--- src/rtl/outmx_pkg.sv ---
// outmx_pkg: shared state encoding and default geometry for the output-matrix sequencer.
// Holds the FSM state enum plus default matrix size and border parameters.
// It also holds the interior constants derived from them.
package outmx_pkg;

    localparam int IMG_W = 50;
    localparam int IMG_H = 50;
    localparam int BORDER = 1;
    localparam int ADDR_W = 12;
    localparam logic [7:0] BORDER_VAL = 8'd127;

    localparam int NUM_DATA = IMG_W * IMG_H;
    localparam int INT_W = IMG_W - 2 * BORDER;
    localparam int INT_H = IMG_H - 2 * BORDER;
    localparam int FIRST_INT = BORDER * IMG_W + BORDER;
    localparam int ROW_SKIP = 2 * BORDER + 1;

    typedef enum logic [2:0] {IDLE, CLEAR, FILL, RD, WAIT, TX, GAP} state_t;

endpackage

--- src/rtl/outmx_int_addr.sv ---
// outmx_int_addr: raster address generator for the interior of the output matrix.
// Ports: clk/rst (async active-high), load (restart at first interior address),
//        step (advance one pixel), addr (current interior RAM address),
//        last (current position is the final interior pixel).
module outmx_int_addr #(
    parameter int INT_W = 48,
    parameter int INT_H = 48,
    parameter int FIRST_INT = 51,
    parameter int ROW_SKIP = 3,
    parameter int ADDR_W = 12
) (
    input  logic              clk,
    input  logic              rst,
    input  logic              load,
    input  logic              step,
    output logic [ADDR_W-1:0] addr,
    output logic              last
);

    localparam int CW = $clog2(INT_W);
    localparam int RW = $clog2(INT_H);

    logic [CW-1:0] col;
    logic [RW-1:0] row;

    assign last = (col == CW'(INT_W - 1)) && (row == RW'(INT_H - 1));

    // At the end of a row, skip the right border of this row and the left border of the next.
    always_ff @(posedge clk or posedge rst) begin
        if (rst) begin
            addr <= '0;
            col <= '0;
            row <= '0;
        end else if (load) begin
            addr <= ADDR_W'(FIRST_INT);
            col <= '0;
            row <= '0;
        end else if (step) begin
            if (col == CW'(INT_W - 1)) begin
                addr <= addr + ADDR_W'(ROW_SKIP);
                col <= '0;
                row <= row + 1'b1;
            end else begin
                addr <= addr + 1'b1;
                col <= col + 1'b1;
            end
        end
    end

endmodule

--- src/rtl/outmx_ctrl.sv ---
// outmx_ctrl: per-frame sequencer for the output-matrix RAM.
// Each frame clears the matrix to BORDER_VAL and writes the pixel stream into the interior.
// It then drains every byte in raster order to the UART transmitter.
// Ports: clk/rst (async active-high), start (arm pulse, IDLE only),
//        pix_valid/pix_data/pix_ready (pixel stream in),
//        mem_addr/mem_wdata/mem_we/mem_rdata (single-port RAM, 1-cycle read),
//        tx_data/tx_start/tx_busy (UART TX handshake),
//        busy (not IDLE), frame_done (pulse after the last byte is handed off).
module outmx_ctrl #(
    parameter int IMG_W = outmx_pkg::IMG_W,
    parameter int IMG_H = outmx_pkg::IMG_H,
    parameter int BORDER = outmx_pkg::BORDER,
    parameter logic [7:0] BORDER_VAL = outmx_pkg::BORDER_VAL,
    parameter int ADDR_W = outmx_pkg::ADDR_W
) (
    input  logic              clk,
    input  logic              rst,
    input  logic              start,
    input  logic              pix_valid,
    input  logic [7:0]        pix_data,
    output logic              pix_ready,
    output logic [ADDR_W-1:0] mem_addr,
    output logic [7:0]        mem_wdata,
    output logic              mem_we,
    input  logic [7:0]        mem_rdata,
    output logic [7:0]        tx_data,
    output logic              tx_start,
    input  logic              tx_busy,
    output logic              busy,
    output logic              frame_done
);

    import outmx_pkg::*;

    localparam logic [ADDR_W-1:0] LAST_ADDR = ADDR_W'(IMG_W * IMG_H - 1);

    state_t state, state_nxt;
    logic [ADDR_W-1:0] addr, addr_nxt, mem_addr_nxt, int_addr;
    logic [7:0] mem_wdata_nxt, tx_data_nxt;
    logic mem_we_nxt, tx_start_nxt, frame_done_nxt, pix_ready_nxt, busy_nxt;
    logic filled, filled_nxt, load, step, int_last;

    outmx_int_addr #(
        .INT_W(IMG_W - 2 * BORDER),
        .INT_H(IMG_H - 2 * BORDER),
        .FIRST_INT(BORDER * IMG_W + BORDER),
        .ROW_SKIP(2 * BORDER + 1),
        .ADDR_W(ADDR_W)
    ) u_int_addr (
        .clk(clk),
        .rst(rst),
        .load(load),
        .step(step),
        .addr(int_addr),
        .last(int_last)
    );

    always_ff @(posedge clk or posedge rst) begin
        if (rst) begin
            state <= IDLE;
            addr <= '0;
            filled <= 1'b0;
            mem_addr <= '0;
            mem_wdata <= '0;
            mem_we <= 1'b0;
            tx_data <= '0;
            tx_start <= 1'b0;
            frame_done <= 1'b0;
            pix_ready <= 1'b0;
            busy <= 1'b0;
        end else begin
            state <= state_nxt;
            addr <= addr_nxt;
            filled <= filled_nxt;
            mem_addr <= mem_addr_nxt;
            mem_wdata <= mem_wdata_nxt;
            mem_we <= mem_we_nxt;
            tx_data <= tx_data_nxt;
            tx_start <= tx_start_nxt;
            frame_done <= frame_done_nxt;
            pix_ready <= pix_ready_nxt;
            busy <= busy_nxt;
        end
    end

    // Outputs are registered, so each branch computes what the RAM/TX see next cycle.
    // filled marks the extra FILL cycle in which the final interior write is presented,
    // so the first read address is not presented until the RD state.
    always_comb begin
        state_nxt = state;
        addr_nxt = addr;
        filled_nxt = filled;
        mem_addr_nxt = mem_addr;
        mem_wdata_nxt = mem_wdata;
        mem_we_nxt = 1'b0;
        tx_data_nxt = tx_data;
        tx_start_nxt = 1'b0;
        frame_done_nxt = 1'b0;
        load = 1'b0;
        step = 1'b0;
        case (state)
            IDLE: if (start) begin
                state_nxt = CLEAR;
                addr_nxt = '0;
                mem_addr_nxt = '0;
                mem_wdata_nxt = BORDER_VAL;
                mem_we_nxt = 1'b1;
            end
            CLEAR: if (addr == LAST_ADDR) begin
                state_nxt = FILL;
                load = 1'b1;
                filled_nxt = 1'b0;
            end else begin
                addr_nxt = addr + 1'b1;
                mem_addr_nxt = addr + 1'b1;
                mem_we_nxt = 1'b1;
            end
            FILL: if (filled) begin
                state_nxt = RD;
                addr_nxt = '0;
                mem_addr_nxt = '0;
            end else if (pix_valid && pix_ready) begin
                step = 1'b1;
                mem_we_nxt = 1'b1;
                mem_addr_nxt = int_addr;
                mem_wdata_nxt = pix_data;
                filled_nxt = int_last;
            end
            RD: state_nxt = WAIT;
            WAIT: begin
                tx_data_nxt = mem_rdata;
                state_nxt = TX;
            end
            TX: if (!tx_busy) begin
                tx_start_nxt = 1'b1;
                state_nxt = GAP;
            end
            GAP: if (addr == LAST_ADDR) begin
                frame_done_nxt = 1'b1;
                state_nxt = IDLE;
            end else begin
                addr_nxt = addr + 1'b1;
                mem_addr_nxt = addr + 1'b1;
                state_nxt = RD;
            end
            default: state_nxt = IDLE;
        endcase
        pix_ready_nxt = (state_nxt == FILL) && !filled_nxt;
        busy_nxt = state_nxt != IDLE;
    end

endmodule

--- config.mk ---
export PLATFORM = sky130hd
export DESIGN_NAME = outmx_ctrl
export DESIGN_NICKNAME = d
export VERILOG_FILES = /design/src/rtl/outmx_pkg.sv /design/src/rtl/outmx_int_addr.sv /design/src/rtl/outmx_ctrl.sv
export SDC_FILE = /design/constraint.sdc
export NUM_CORES = 1
export LEC_CHECK = 0
export CAP_MARGIN = 20
export CORE_AREA = 2 2 112 125
export DETAILED_ROUTE_END_ITERATION = 6
export DIE_AREA = 0 0 114 127
export HOLD_SLACK_MARGIN = 0.12
export PLACE_DENSITY = 0.57
export SLEW_MARGIN = 40
export SYNTH_ARGS = -nofsm -noshare
export SYNTH_HDL_FRONTEND = slang
export SYNTH_SLANG_ARGS = --single-unit
--- constraint.sdc ---
create_clock -name clk -period 5.5 [get_ports clk]
set_input_delay 0.55 -clock clk [delete_from_list [all_inputs] [get_ports clk]]
set_output_delay 0.55 -clock clk [all_outputs]
set_load 0.02 [all_outputs]
==> results.json <==
{
  "worstPathArrival_ns": 3.00,
  "num_rows": 44,
  "synthesis.area_um2": 3870,
  "crit_required_ns": 5.72,
  "finalSetupViolCount": 0,
  "relSlewSlack_pct": 52.8,
  "ir_drop_v": 0.000192,
  "io_pins": 54,
  "overflow": 0,
  "synthSimpleGateAreaFrac_pct": 20.6,
  "path_buf_inv": 0,
  "seqCellArea_um2": 1830,
  "syn_area_per_cell_um2": 10.2,
  "synth_top_family_by_area": "simple AND/OR/NAND/NOR gates",
  "tns_ns": 0,
  "synth-seq-cells": 73,
  "max_cap_violations": 0,
  "portBuffers": 53,
  "cts_htree_levels": 3,
  "synth_xor_area_share_pct": 2.04,
  "hpwl_um": 6610,
  "cts_tree": "yes",
  "ys_dominant_reg_cell": "dfrtp_1",
  "cp-startpoint": "state[0]$_DFF_PP0_",
  "ys_seq_area_share_pct": 47.2,
  "syn-num-nets": 404,
  "yosys_warnings": 0,
  "clk_pin_slew_ns": 0.06,
  "ys_types": 65,
  "place_area_um2": 4520,
  "drive_above_1_share_pct": 10.5,
  "cts_setup_buffers": 0,
  "p_comb_share_pct": 37.2,
  "total_leakage_power_nw": 1.95,
  "drt_iter0_drc": 191,
  "max_stage_delay_ns": 0.68,
  "synth_compound_area_share_pct": 15.9,
  "cts.sinks": 73,
  "final.period_utilization_pct": 50.5,
  "die_area_um2": 14500,
  "p_clk_share_pct": 25.7,
  "finClkSkew_ns": 0.00732,
  "min_period_ns": 2.78,
  "tightest_slew_ns": 0.708,
  "area_growth_pct": 24.1,
  "finalNonFillerCells": 590,
  "initial_utilization_pct": 29.5,
  "die_y_um": 127,
  "crit_type": "reg -> reg",
  "die_w_um": 114,
  "ant_nets": 0,
  "wire_per_inst_um": 16.0,
  "root_buffer": "clkbuf_16",
  "grt_pass1_vias": 3094,
  "ctsHoldBuffers": 0,
  "sw_frac_of_total_pct": 37.4,
  "n_fill_cell": 1316,
  "grt_antenna_before_repair": 0,
  "gp_congestion": 0.823,
  "p_int_mw": 1.33,
  "setup.worst_path.start_class": "flip-flop",
  "pre_cts_ws_ns": 2.71,
  "final_area_um2": 4800,
  "holdWs_ns": 0.494,
  "post-place-cells": 574,
  "cellPowerDensity_nw_per_um2": 443,
  "final_common_cell": "dfrtp_1",
  "drv_slew": 0,
  "hold_class": "reg -> reg",
  "reg2reg_from": "state[0]$_DFF_PP0_",
  "crit_chain": "nor3b_1, nor2_2, o21ai_2, mux2_2",
  "synth-edff-count": 0,
  "mostFrequentLayoutCells": "73 x dfrtp_1, 53 x clkdlybuf4s50_1, 33 x nand2_1",
  "rsz0062_at_grt": "no",
  "drtPass1Iterations": 4,
  "max-clock-path-buffers": 2,
  "cts_inserted_buffers": 9,
  "hp-start": "mem_addr[7]$_DFFE_PP0P_",
  "multi_input_area_um2": 1870,
  "hold_viol": 0,
  "setup.worst_path.end_class": "flip-flop",
  "path_max_fanout": 17,
  "nets": 450,
  "final_util_pct": 36.6,
  "vias": 3104,
  "synthAdderAreaFrac_pct": 1.81,
  "grt_start_max_net_pins": 74,
  "synth_mux_area_share_pct": 7.54,
  "avgViaCountPerCell": 5.26,
  "slowest_stage": "dfrtp_1",
  "antennaDiodeCount": 0,
  "grt_pass1_wl_um": 15900,
  "fmax_mhz": 360,
  "clkLatencyLatePin_ns": 0.34,
  "seq_power_share_pct": 37.2,
  "p_total_mw": 2.13,
  "outcome": "complete, no violations",
  "ctsResizeCount": 0,
  "synthCells": 378,
  "core_area_um2": 13100,
  "timing.final.ws_setup_ns": 2.72,
  "synth-async-reset-ratio_pct": 100,
  "grt_usage_pct": 13.8,
  "routed_wl_um": 9420,
  "switchingPower_mw": 0.796,
  "drc": 0,
  "cp_top_family": "simple AND/OR/NAND/NOR gates"
}
==> power groups by stage <==
stage / sequential [mW] / combinational [mW] / clock, mW
detailed placement: 0.798 / 0.795 / 0
global placement: 0.789 / 0.782 / 0
global route: 0.811 / 0.863 / 0.585
CTS: 0.790 / 0.798 / 0.561
finish: 0.791 / 0.791 / 0.546
floorplan: 0.812 / 0.514 / 0
==> Yosys cell counts (7+ instances only) <==
cell      count  area (um2)
xnor2_1       7        61.3
o21ai_0      16        80.1
a21oi_1      26         130
or3_1        10        62.6
mux2i_1      10         100
nand4_1      10        62.6
mux2_2       13         146
nand3_1      15        75.1
inv_1        19        71.3
dfrtp_1      73        1830
nor2_1       16        60.1
nand2_1      33         124
clkbuf_1     11        41.3
o22a_1        7        61.3
==> flip-flops by register name (all words and copies together), names as in the netlist, 3 cells and up <==
name	count
u_int_addr.row	6
u_int_addr.col	6
mem_wdata	8
state	3
addr	12
mem_addr	12
u_int_addr.addr	12
tx_data	8
==> worst paths after layout <==
kind	endpoint	slack [ns]	depth (start not counted)
worst min register to register	mem_addr[7]$_DFFE_PP0P_	0.49	1
min in group asynchronous	addr[1]$_DFFE_PP0P_	0.72	3
worst min-delay path	mem_addr[7]$_DFFE_PP0P_	0.49	1
worst max-delay path	mem_addr[0]$_DFFE_PP0P_	2.72	4
worst max register to register	mem_addr[0]$_DFFE_PP0P_	2.72	4
max in group asynchronous	mem_wdata[0]$_DFFE_PP0P_	4.35	3
==> cell families (layout without fill, tap and decap cells) <==
logic type,Yosys count,in the layout
DFF,73,73
adders and majority gates,5,5
buffers and inverters,39,90
AOI/OAI and AO/OA,92,92
and+or+nand+nor,133,133
muxes,27,27
xor gates and xnor gates,9,9
==> metal layers <==
| layer | share of wire (%) | vias up | global-route usage, % |
|---|---|---|---|
| met2 | 48 | 60 | 22.2 |
| met1 | 45 | 1544 | 18.0 |
| li1 | - | 1488 | - |
| met4 | 1.5 | 0 | 4.73 |
| met5 | 0 | - | 0 |
| met3 | 5.2 | 12 | 3.80 |
==> area by class of cell <==
type | count | share of cell area, %
clock inverters | 2 | 0.261
inverters | 19 | 1.49
well taps | 161 | 4.20
multi-input cells | 266 | 39.1
clock buffers | 14 | 5.50
flip-flops and latches | 73 | 38.1
repair buffers | 55 | 11.4
==> worst register-to-register path, cell delays in order, from the launching register on <==
cell and delay, ns:
dfrtp_1 0.68, nor3b_1 0.63, nor2_2 0.29, o21ai_2 0.65, mux2_2 0.41
(Power assumes the default switching activity.)
